==> src/rtl/xor_stream_unit_pkg.sv <==
// xor_stream_pkg: shared modes, states and default sizes for the XOR stream unit
package xor_stream_pkg;
  localparam int WIDTH_DEF = 8;
  localparam int CNT_W_DEF = 8;
  typedef enum logic [1:0] {MODE_PAIR, MODE_ACC, MODE_PAR, MODE_RSVD} mode_e;
  typedef enum logic {S_IDLE, S_ACC} state_e;
endpackage

==> src/rtl/xor_stream_unit_if.sv <==
// xor_stream_if: operand input stream and result output stream of the XOR unit
interface xor_stream_if #(parameter int WIDTH = 8, parameter int CNT_W = 8);
  logic [1:0] mode;
  logic in_valid, in_ready, in_last;
  logic [WIDTH-1:0] in_a, in_b;
  logic out_valid, out_ready, out_parity, out_sat;
  logic [WIDTH-1:0] out_data;
  logic [CNT_W-1:0] out_count;
  modport master (
    output mode, in_valid, in_a, in_b, in_last, out_ready,
    input  in_ready, out_valid, out_data, out_parity, out_count, out_sat
  );
  modport slave (
    input  mode, in_valid, in_a, in_b, in_last, out_ready,
    output in_ready, out_valid, out_data, out_parity, out_count, out_sat
  );
endinterface

==> src/rtl/xor_stream_unit_out_slot.sv <==
// xor_out_slot: one-entry registered output holding slot with valid/ready handshake
module xor_out_slot #(parameter int W = 8) (
  input  logic         clk,
  input  logic         rst,
  input  logic         i_load,
  input  logic [W-1:0] i_data,
  input  logic         i_out_ready,
  output logic         o_in_ready,
  output logic         o_valid,
  output logic [W-1:0] o_data
);
  logic         r_valid;
  logic [W-1:0] r_data;
  assign o_in_ready = !r_valid || i_out_ready;
  assign o_valid    = r_valid;
  assign o_data     = r_data;
  // a new result overwrites the slot even while it is being taken, so there is no bubble
  always_ff @(posedge clk) begin
    if (rst) begin
      r_valid <= 1'b0;
      r_data  <= '0;
    end else if (i_load) begin
      r_valid <= 1'b1;
      r_data  <= i_data;
    end else if (i_out_ready) begin
      r_valid <= 1'b0;
    end
  end
endmodule

==> src/rtl/xor_stream_unit.sv <==
// xor_stream_unit: registered per-beat XOR, packet XOR accumulation or per-beat parity
module xor_stream_unit
  import xor_stream_pkg::*;
#(
  parameter int WIDTH = WIDTH_DEF,
  parameter int CNT_W = CNT_W_DEF
) (
  input logic         clk,
  input logic         rst,
  xor_stream_if.slave bus
);
  state_e             r_state, w_state_d;
  logic [WIDTH-1:0]   r_acc, w_acc_d, w_x, w_res;
  logic [CNT_W-1:0]   r_cnt, w_cnt_d, w_cnt_inc, w_res_cnt;
  logic               w_in_ready, w_accept, w_load;
  logic [CNT_W+WIDTH-1:0] w_slot;
  assign w_x       = bus.in_a ^ bus.in_b;
  assign w_accept  = bus.in_valid && w_in_ready;
  assign w_cnt_inc = (&r_cnt) ? r_cnt : r_cnt + CNT_W'(1);
  // next-state, accumulator update and result selection for the accepted beat
  always_comb begin
    w_state_d = r_state;
    w_acc_d   = r_acc;
    w_cnt_d   = r_cnt;
    w_load    = 1'b0;
    w_res     = w_x;
    w_res_cnt = CNT_W'(1);
    if (w_accept) begin
      if (r_state == S_ACC) begin
        w_acc_d   = r_acc ^ w_x;
        w_cnt_d   = w_cnt_inc;
        w_res     = r_acc ^ w_x;
        w_res_cnt = w_cnt_inc;
        w_load    = bus.in_last;
        w_state_d = bus.in_last ? S_IDLE : S_ACC;
      end else if (mode_e'(bus.mode) == MODE_ACC && !bus.in_last) begin
        w_acc_d   = w_x;
        w_cnt_d   = CNT_W'(1);
        w_state_d = S_ACC;
      end else begin
        w_load = 1'b1;
        w_res  = (mode_e'(bus.mode) == MODE_PAR) ? WIDTH'(^w_x) : w_x;
      end
    end
  end
  // packet state register; reset discards any open packet
  always_ff @(posedge clk) begin
    if (rst) begin
      r_state <= S_IDLE;
      r_acc   <= '0;
      r_cnt   <= '0;
    end else begin
      r_state <= w_state_d;
      r_acc   <= w_acc_d;
      r_cnt   <= w_cnt_d;
    end
  end
  xor_out_slot #(.W(CNT_W + WIDTH)) u_slot (
    .clk         (clk),
    .rst         (rst),
    .i_load      (w_load),
    .i_data      ({w_res_cnt, w_res}),
    .i_out_ready (bus.out_ready),
    .o_in_ready  (w_in_ready),
    .o_valid     (bus.out_valid),
    .o_data      (w_slot)
  );
  assign bus.in_ready   = w_in_ready;
  assign {bus.out_count, bus.out_data} = w_slot;
  assign bus.out_parity = ^bus.out_data;
  assign bus.out_sat    = &bus.out_count;
endmodule
==> src/flat_wrapper.sv <==
// flat-port wrapper written by rule: the top's interface ports become plain ports
module xor_stream_unit_flat import xor_stream_pkg::*;
#(
  parameter int WIDTH = WIDTH_DEF,
  parameter int CNT_W = CNT_W_DEF
)
  (clk, rst, bus_mode, bus_in_valid, bus_in_a, bus_in_b, bus_in_last, bus_out_ready, bus_in_ready, bus_out_valid, bus_out_data, bus_out_parity, bus_out_count, bus_out_sat);
  xor_stream_if #(.WIDTH(WIDTH), .CNT_W(CNT_W)) bus_i ();
  input logic clk;
  input logic rst;
  input wire logic [$bits(bus_i.mode)-1:0] bus_mode;
  input wire logic [$bits(bus_i.in_valid)-1:0] bus_in_valid;
  input wire logic [$bits(bus_i.in_a)-1:0] bus_in_a;
  input wire logic [$bits(bus_i.in_b)-1:0] bus_in_b;
  input wire logic [$bits(bus_i.in_last)-1:0] bus_in_last;
  input wire logic [$bits(bus_i.out_ready)-1:0] bus_out_ready;
  output wire logic [$bits(bus_i.in_ready)-1:0] bus_in_ready;
  output wire logic [$bits(bus_i.out_valid)-1:0] bus_out_valid;
  output wire logic [$bits(bus_i.out_data)-1:0] bus_out_data;
  output wire logic [$bits(bus_i.out_parity)-1:0] bus_out_parity;
  output wire logic [$bits(bus_i.out_count)-1:0] bus_out_count;
  output wire logic [$bits(bus_i.out_sat)-1:0] bus_out_sat;
  assign bus_i.mode = bus_mode;
  assign bus_i.in_valid = bus_in_valid;
  assign bus_i.in_a = bus_in_a;
  assign bus_i.in_b = bus_in_b;
  assign bus_i.in_last = bus_in_last;
  assign bus_i.out_ready = bus_out_ready;
  assign bus_in_ready = bus_i.in_ready;
  assign bus_out_valid = bus_i.out_valid;
  assign bus_out_data = bus_i.out_data;
  assign bus_out_parity = bus_i.out_parity;
  assign bus_out_count = bus_i.out_count;
  assign bus_out_sat = bus_i.out_sat;
  xor_stream_unit #(.WIDTH(WIDTH), .CNT_W(CNT_W)) u_core (.clk(clk), .rst(rst), .bus(bus_i));
endmodule
==> config.mk <==
export PLATFORM = sky130hd
export DESIGN_NAME = xor_stream_unit_flat
export DESIGN_NICKNAME = d
export VERILOG_FILES = /design/src/rtl/xor_stream_unit_pkg.sv /design/src/rtl/xor_stream_unit_if.sv /design/src/rtl/xor_stream_unit_out_slot.sv /design/src/rtl/xor_stream_unit.sv /design/src/flat_wrapper.sv
export SDC_FILE = /design/constraint.sdc
export NUM_CORES = 1
export LEC_CHECK = 0
export CELL_PAD_IN_SITES_DETAIL_PLACEMENT = 1
export CELL_PAD_IN_SITES_GLOBAL_PLACEMENT = 1
export CORE_UTILIZATION = 40
export DETAILED_ROUTE_END_ITERATION = 10
export MAX_ROUTING_LAYER = met4
export PLACE_DENSITY_LB_ADDON = 0.08
export SLEW_MARGIN = 10
export SYNTH_ARGS = -nofsm -noshare
export SYNTH_HDL_FRONTEND = slang
export SYNTH_HIERARCHICAL = 1
export SYNTH_SLANG_ARGS = --single-unit
==> constraint.sdc <==
create_clock -name clk -period 2.9 [get_ports clk]
set_input_delay 0.29 -clock clk [delete_from_list [all_inputs] [get_ports clk]]
set_output_delay 0.29 -clock clk [all_outputs]
set_load 0.01 [all_outputs]
==> summary.md, run 1 <==
| Metric | Value |
|---|---|
| Status | `completed` |
| Die area | `about 5500 sq um` |
| Largest net degree at the start of global routing | `35` |
| Hold_ws | `531 ps` |
| VDD IR max | `between 0.2 and 0.25 mV` |
| Ant diodes | `0` |
| Final hold violations | `0` |
| Worst EP arrival | `approximately 2400 ps` |
| Final Cell Area | `approximately 2600 sq um` |
| Synth unique cells | `37` |
| Worst skew pair latency | `roughly 300 ps` |
| Clock Skew | `2.03 ps` |
| Ys flop type | `dfxtp_1` |
| Gr ovfl total | `0` |
| RePlAce Congestion | `0.793` |
| Storage element area | `slightly below 700 sq um` |
| WL final | `approximately 5500 um` |
| Max incr delay on CP | `500 ps` |
| CTS clock-pin slew for the worst setup and hold paths | `about 70 ps` |
| DRC viols | `0` |
| Die H | `73.8 um` |
| I/O pins | `43` |
| Cell Area, Synth | `slightly above 2000 sq um` |
| Final worst path period need | `~2200 ps` |
| List of most frequent post-synthesis cells | `nor2_1, dfxtp_1, mux2i_1` |
| Syn Area/Cell | `just over 8 sq um` |
| Max_cap viols | `0` |
| Postcts setup bufs | `0` |
| Routed len/inst | `around 16 um` |
| Chip width | `73.8 um` |
| Post-route ant nets | `0` |
| Synth-to-Final Area Change | `26.1%` |
| Row count | `25` |
| Vias | `1,914` |
| Design Power | `about 1200 uW` |
| Vias per cell | `approximately 5.4` |
| CTS buffer count | `5` |
| Multi-input logic area | `~1300 sq um` |
| CP Buf/Inv Count | `1` |
| Rel. slew slack | `31.7%` |
| RSZ-0062 raised after global routing | `false` |
| Syn_nets | `between 200 and 300` |
| Crit-path leading delay family | `compound AO/OA/AOI/OAI gates` |
| Htree depth | `2` |
| Crit Path Class | `primary input to flip-flop` |
| DR pass1 iterations | `4` |
| Most common cell in the netlist | `nor2_1` |
| Leakage | `roughly 0.00094 uW` |
| CTS tree | `done` |
| Share of cells above drive strength 1 | `under 10%` |
| # setup viols final | `0` |
| Critical path's slowest cell | `o21ai_1` |
| Min-Delay Path Class | `flip-flop to flip-flop` |
| Fin nets | `just over 300` |
| Critical Path Sink Type | `flip-flop` |
| Final period utilization | `about 75%` |
| Post-Syn Instances | `roughly 250` |
| # hold bufs at CTS | `0` |
| Largest area contributor in the synthesized netlist | `dfxtp_1` |
| Top cells by area, synth | `dfxtp_1, mux2i_1, xnor2_1` |
| Clock sinks | `34` |
| DPL Wire Length | `slightly below 4000 um` |
| Total GRT Usage | `a little under a quarter` |
| Synth top area share | `around a third` |
| CP Cell Sequence | `clkdlybuf4s50_1 -> nand2b_1 -> and2_1 -> o21ai_1 -> a21o_1 -> a22oi_1 -> nor2_1` |
| Fill cell count | `roughly 600` |
| #FFs+latches synth | `34` |
| Post-synth ARST share | `0%` |
| CTS Buffer Depth | `2` |
| WP data required | `slightly above 3000 ps` |
| Yosys warns | `6` |
| Initial antenna violation count | `0` |
| Setup TNS | `0 ps` |
| First-pass GRT wire length | `approximately 9000 um` |
| Vias in the first global route | `around 1,900` |
| # port buffers | `42` |
| Seq/Total Area, Yosys | `roughly 33%` |
| Crit Path Max Fanout | `14` |
| Initial core utilization | `a little over two fifths` |
| Slew @ Worst Pin | `around 1000 ps` |
| Placeable Area | `4850 sq um` |
| Placed cell area | `2510 sq um` |
| Slew Viols, Final | `0` |
| CTS-repair resized insts | `0` |
| Startpoint Class | `primary input` |
| R2R Setup Slk | `roughly 870 ps` |
| Achievable Freq | `approximately 0.46 GHz` |
| PD cells | `480 nW/um^2` |
| CTS Root Cell | `clkbuf_8` |
| DRT iter0 DRCs | `87` |
| Post-synth EDFFs | `0` |
==> where the power goes <==
group / leakage [uW] / internal [uW] / switching, uW
clock network: 0.0000472 / 191 / 190
logic: 0.000613 / 180 / 170
registers: 0.000277 / 490 / 28.0
==> routing by layer <==
| layer | wire (um) | up-vias | GRT usage (%) | share of wire, % |
|---|---|---|---|---|
| met5 | 0 | - | - | 0 |
| met4 | 97 | 0 | 10.0 | 1.8 |
| met3 | 130 | 8 | 4.12 | 2.4 |
| met2 | 2860 | 33 | 37.7 | 52 |
| met1 | 2410 | 921 | 27.4 | 44 |
| li1 | - | 952 | - | - |
==> state kept, by name, indices dropped and copies added, names as in the netlist <==
signal / flops
u_core/u_slot/o_data: 16
u_core/r_acc: 8
u_core/r_cnt: 8
u_core/r_state: 1
u_core/u_slot/o_valid: 1
==> stage by stage <==
step / setup slack [ps] / utilization (%) / instances
global route: 504 / 53.7 / 354
finish: 720 / 53.7 / 354
CTS: 723 / 53.7 / 354
global placement: 508 / 51.7 / 346
detailed placement: 423 / 51.7 / 346
floorplan: 1150 / - / 249
==> cell usage in the layout, fill, tap and decap left out, drive strengths merged, types with 3 or more instances in the layout <==
master          n
dfxtp          34
clkdlybuf4s50  42
o21a            3
a21oi           9
xnor2          22
nand3          11
inv             4
a31oi           4
clkbuf          6
xor2           10
nor3            5
and3            4
nor2           39
buf             3
a22o            7
nand2          18
o21ai          14
a22oi           8
mux2i          24
nand4           3
==> worst min-delay path: cells and delay by family (launching register included) <==
kind | cells | cell delay [ps]
simple gates | 1 | 70
mux | 1 | 70
flops | 1 | 350
==> path summary, 6_finish.rpt <==
| path | startpoint | to | depth (start not counted) |
|---|---|---|---|
| worst min register to register | u_core/u_slot/o_data[12]$_SDFFE_PP0P_ | u_core/u_slot/o_data[12]$_SDFFE_PP0P_ | 2 |
| worst min-delay path | u_core/u_slot/o_data[12]$_SDFFE_PP0P_ | u_core/u_slot/o_data[12]$_SDFFE_PP0P_ | 2 |
| worst max-delay path | bus_out_ready | u_core/r_cnt[5]$_SDFFE_PP0P_ | 7 |
| worst max register to register | u_core/u_slot/o_valid$_SDFFE_PP0P_ | u_core/r_cnt[5]$_SDFFE_PP0P_ | 6 |
==> cell families (layout without fill, tap and decap cells) <==
group	count (synthesis)	in the layout	synth area share (%)
and+or+nand+nor	86	86	18.6
AOI/OAI and AO/OA	53	53	17.3
DFF	34	34	33.0
xor gates and xnor gates	32	32	13.9
muxes	24	24	11.6
buffers and inverters	19	57	4.91
adders and majority gates	1	1	0.606
==> final cells by class <==
type | count | share of cell area [%]
inverters | 4 | 0.577
repair buffers | 45 | 17.0
flip-flops and latches | 34 | 26.2
well taps | 67 | 3.22
clock inverters | 2 | 0.481
multi-input cells | 196 | 49.4
clock buffers | 6 | 3.17
Note: power is estimated with default switching activity, not from simulation.
==> inputs of run 2 (changes only) <==
Settings changed: CORE_UTILIZATION 40 to 34.
Clock period 2.9 ns to 1.8 ns, I/O delays scaled along.
==> summary.md, run 2 (synthesis gave the netlist of run 1 again) <==
| Metric | Value |
|---|---|
| Hold_ws | `534 ps (+3.08 ps)` |
| Ant diodes | `0 (unchanged)` |
| # hold bufs at CTS | `0 (unchanged)` |
| DR pass1 iterations | `4 (unchanged)` |
| CP Cell Sequence | `xnor2_1 -> buf_4 -> xnor2_1 -> xnor2_1 -> dlygate4sd2_1` |
| Final hold violations | `0 (unchanged)` |
| Worst skew pair latency | `290 ps (about the same)` |
| Vias | `2,046 (+6.9%)` |
| Status | `completed` |
| Post-Place Setup Slack | `-206 ps (-629 ps)` |
| # port buffers | `42 (unchanged)` |
| Critical Path Sink Type | `output pin` |
| Hold Path Stages | `2 (unchanged)` |
| Achievable Freq | `just under 0.6 GHz` |
| Die area | `6390 sq um (+17%)` |
| Synth-to-Final Area Change | `44.8%` |
| Hold path startpoint | `u_core/u_slot/o_data[11]$_SDFFE_PP0P_` |
| CTS Buffer Depth | `2 (unchanged)` |
| Clock Skew | `3.27 ps (+1.24 ps)` |
| Placeable Area | `5890 sq um (+21%)` |
| PD cells | `797 nW/um^2 (+66%)` |
| GR Layer Usage met1 | `22.9% (-4.5 points)` |
| Htree depth | `2 (unchanged)` |
| Postcts setup bufs | `0 (unchanged)` |
| Clock sinks | `34 (unchanged)` |
| DRT iter0 DRCs | `84 (-3.4%)` |
| Worst EP arrival | `1530 ps (-830 ps)` |
| Initial antenna violation count | `0 (unchanged)` |
| R2R Setup Slk | `170 ps (-700 ps)` |
| Final Cell Area | `2990 sq um (+15%)` |
| Reg2reg path depth | `7 (+1)` |
| Global route hottest layer | `met2` |
| Max_cap viols | `0 (unchanged)` |
| # setup viols final | `0 (unchanged)` |
| CTS buffer count | `5 (unchanged)` |
| Die H | `79.9 um (+8.2%)` |
| Crit Path Class | `flip-flop to output pin` |
| CTS clock-pin slew for the worst setup and hold paths | `70 ps (about the same)` |
| Fin nets | `347 (+12%)` |
| Chip width | `79.9 um (+8.2%)` |
| Largest net degree at the start of global routing | `35 (unchanged)` |
| Total GRT Usage | `21.1% (-1.9 points)` |
| Reg-to-reg endpoint | `u_core/u_slot/o_data[14]$_SDFFE_PP0P_` |
| Slew Viols, Final | `0 (unchanged)` |
| WP data required | `1620 ps (-1460 ps)` |
| First-pass GRT wire length | `9880 um (+9.6%)` |
| Leading cell type in the layout, fill and taps excluded | `clkdlybuf4s50_1` |
| DPL Wire Length | `4420 um (+14%)` |
| Crit Path Max Fanout | `3 (-11)` |
| Routed len/inst | `15.2 um (-2.2%)` |
| Max reg flops | `16 (unchanged)` |
| Vias per cell | `5.13 (-5.2%)` |
| WL final | `6060 um (+10%)` |
| M3 GR Usage | `4.80% (+0.68 points)` |
| Crit-path leading delay family | `XOR/XNOR gates` |
| Most used cell, CP | `xnor2_1` |
| I/O pins | `43 (unchanged)` |
| CP Buf/Inv Count | `2 (+1)` |
| DRC viols | `0 (unchanged)` |
| VDD IR max | `0.361 mV (+68%)` |
| Leakage | `0.00115 uW (+22%)` |
| Worst Hold Path EP | `u_core/u_slot/o_data[11]$_SDFFE_PP0P_` |
| Placed cell area | `2820 sq um (+12%)` |
| M2 GR Usage | `38.4% (+0.66 points)` |
| Startpoint Class | `flip-flop` |
| Final worst path period need | `~1700 ps` |
| Vias in the first global route | `2,047 (+8.3%)` |
| Initial core utilization | `35.1% (-7.5 points)` |
| Min-Delay Path Class | `flip-flop to flip-flop` |
| Rel. slew slack | `70.6% (+39 points)` |
| Gr ovfl total | `0 (unchanged)` |
| Critical path's slowest cell | `dfxtp_2` |
| R2R Path Start | `u_core/r_cnt[1]$_SDFFE_PP0P_` |
| RSZ-0062 raised after global routing | `false` |
| Final period utilization | `a little over nine tenths` |
| Row count | `28 (+12%)` |
| Slew @ Worst Pin | `440 ps (-578 ps)` |
| Final setup margin | `92.9 ps (-627 ps)` |
| Max incr delay on CP | `340 ps (-160 ps)` |
| CTS tree | `done` |
| Post-route ant nets | `0 (unchanged)` |
| CTS Root Cell | `clkbuf_8` |
| RePlAce Congestion | `0.796 (+0.37%)` |
| Share of cells above drive strength 1 | `17.9% (+13 points)` |
| Most frequent cells in the layout | `clkdlybuf4s50_1, buf_4, nor2_1` |
[run 2: changes by cell type in the layout (fill, tap and decap cells not counted), sizes merged]
cell,delta
clkdlybuf4s50,-1
buf,+37
bufinv,+2
dlygate4sd2,+1
clkinvlp,-1
clkinv,-1
[run 2: report_power, final]
group / leakage [uW] / internal [uW] / switching [uW]
clock: 0.0000714 / 591 / 309
combinational: 0.000796 / 353 / 296
sequential: 0.000278 / 791 / 42.8
[run 2: through the flow]
stage / cells / total power, uW / TNS [ps] / utilization (%)
5_1_grt: 399 / 2510 / 0 / 50.8
3_3_place_gp: 391 / 1490 / -336 / 47.9
4_1_cts: 399 / 2410 / 0 / 50.3
6_report: 399 / 2380 / 0 / 50.8
3_5_place_dp: 391 / 1510 / -889 / 47.9
2_1_floorplan: 249 / 1210 / 0 / -
[run 2: what timing repair did]
action / CTS / global route
endpoints found under the setup margin: 1 / 5
hold endpoints to repair: 0 / 0
gates resized for setup: 2 / 6
[run 2: per-layer routing]
metal / part of all wire [%] / wire length (um)
met4: 1.1 / 64
met1: 44 / 2640
met3: 2.4 / 148
met5: 0 / 0
met2: 53 / 3210
[run 2: worst max path at each step]
| stage | start | endpoint | cells after the start | slack [ps] |
|---|---|---|---|---|
| floorplan | u_core/u_slot/o_valid$_SDFFE_PP0P_ | u_core/u_slot/o_data[0]$_SDFFE_PP0P_ | 9 | 50 |
| global placement | bus_out_ready | u_core/u_slot/o_data[0]$_SDFFE_PP0P_ | 9 | -70 |
| detailed placement | bus_out_ready | u_core/u_slot/o_data[0]$_SDFFE_PP0P_ | 9 | -210 |
| CTS | bus_out_ready | u_core/u_slot/o_data[0]$_SDFFE_PP0P_ | 9 | 60 |
| global route | u_core/u_slot/o_data[0]$_SDFFE_PP0P_ | bus_out_parity | 5 | 9 |
| finish | u_core/u_slot/o_data[0]$_SDFFE_PP0P_ | bus_out_parity | 5 | 90 |
[run 2: cell type report]
cell class	count	area, sq um
Inverter	4	15.0
Clock inverter	2	60.1
Fill cell	708	2900
Clock buffer	6	82.6
Timing Repair Buffer	82	744
Tap cell	75	93.8
Multi-Input combinational cell	196	1310
Sequential cell	34	683
[run 2: worst reg2reg max path: stages (launching register included)]
cell,delay [ps]
dfxtp_1,350
ha_2,200
and3_2,260
buf_4,160
and4_1,180
nor3_1,240
mux2i_1,110
nor2_1,80
==> inputs of run 3 (changes only) <==
Settings changed: SLEW_MARGIN 10 to 20.
==> results of run 3 <==
Same layout as run 2: the final DEF is identical, and so are final timing and power.
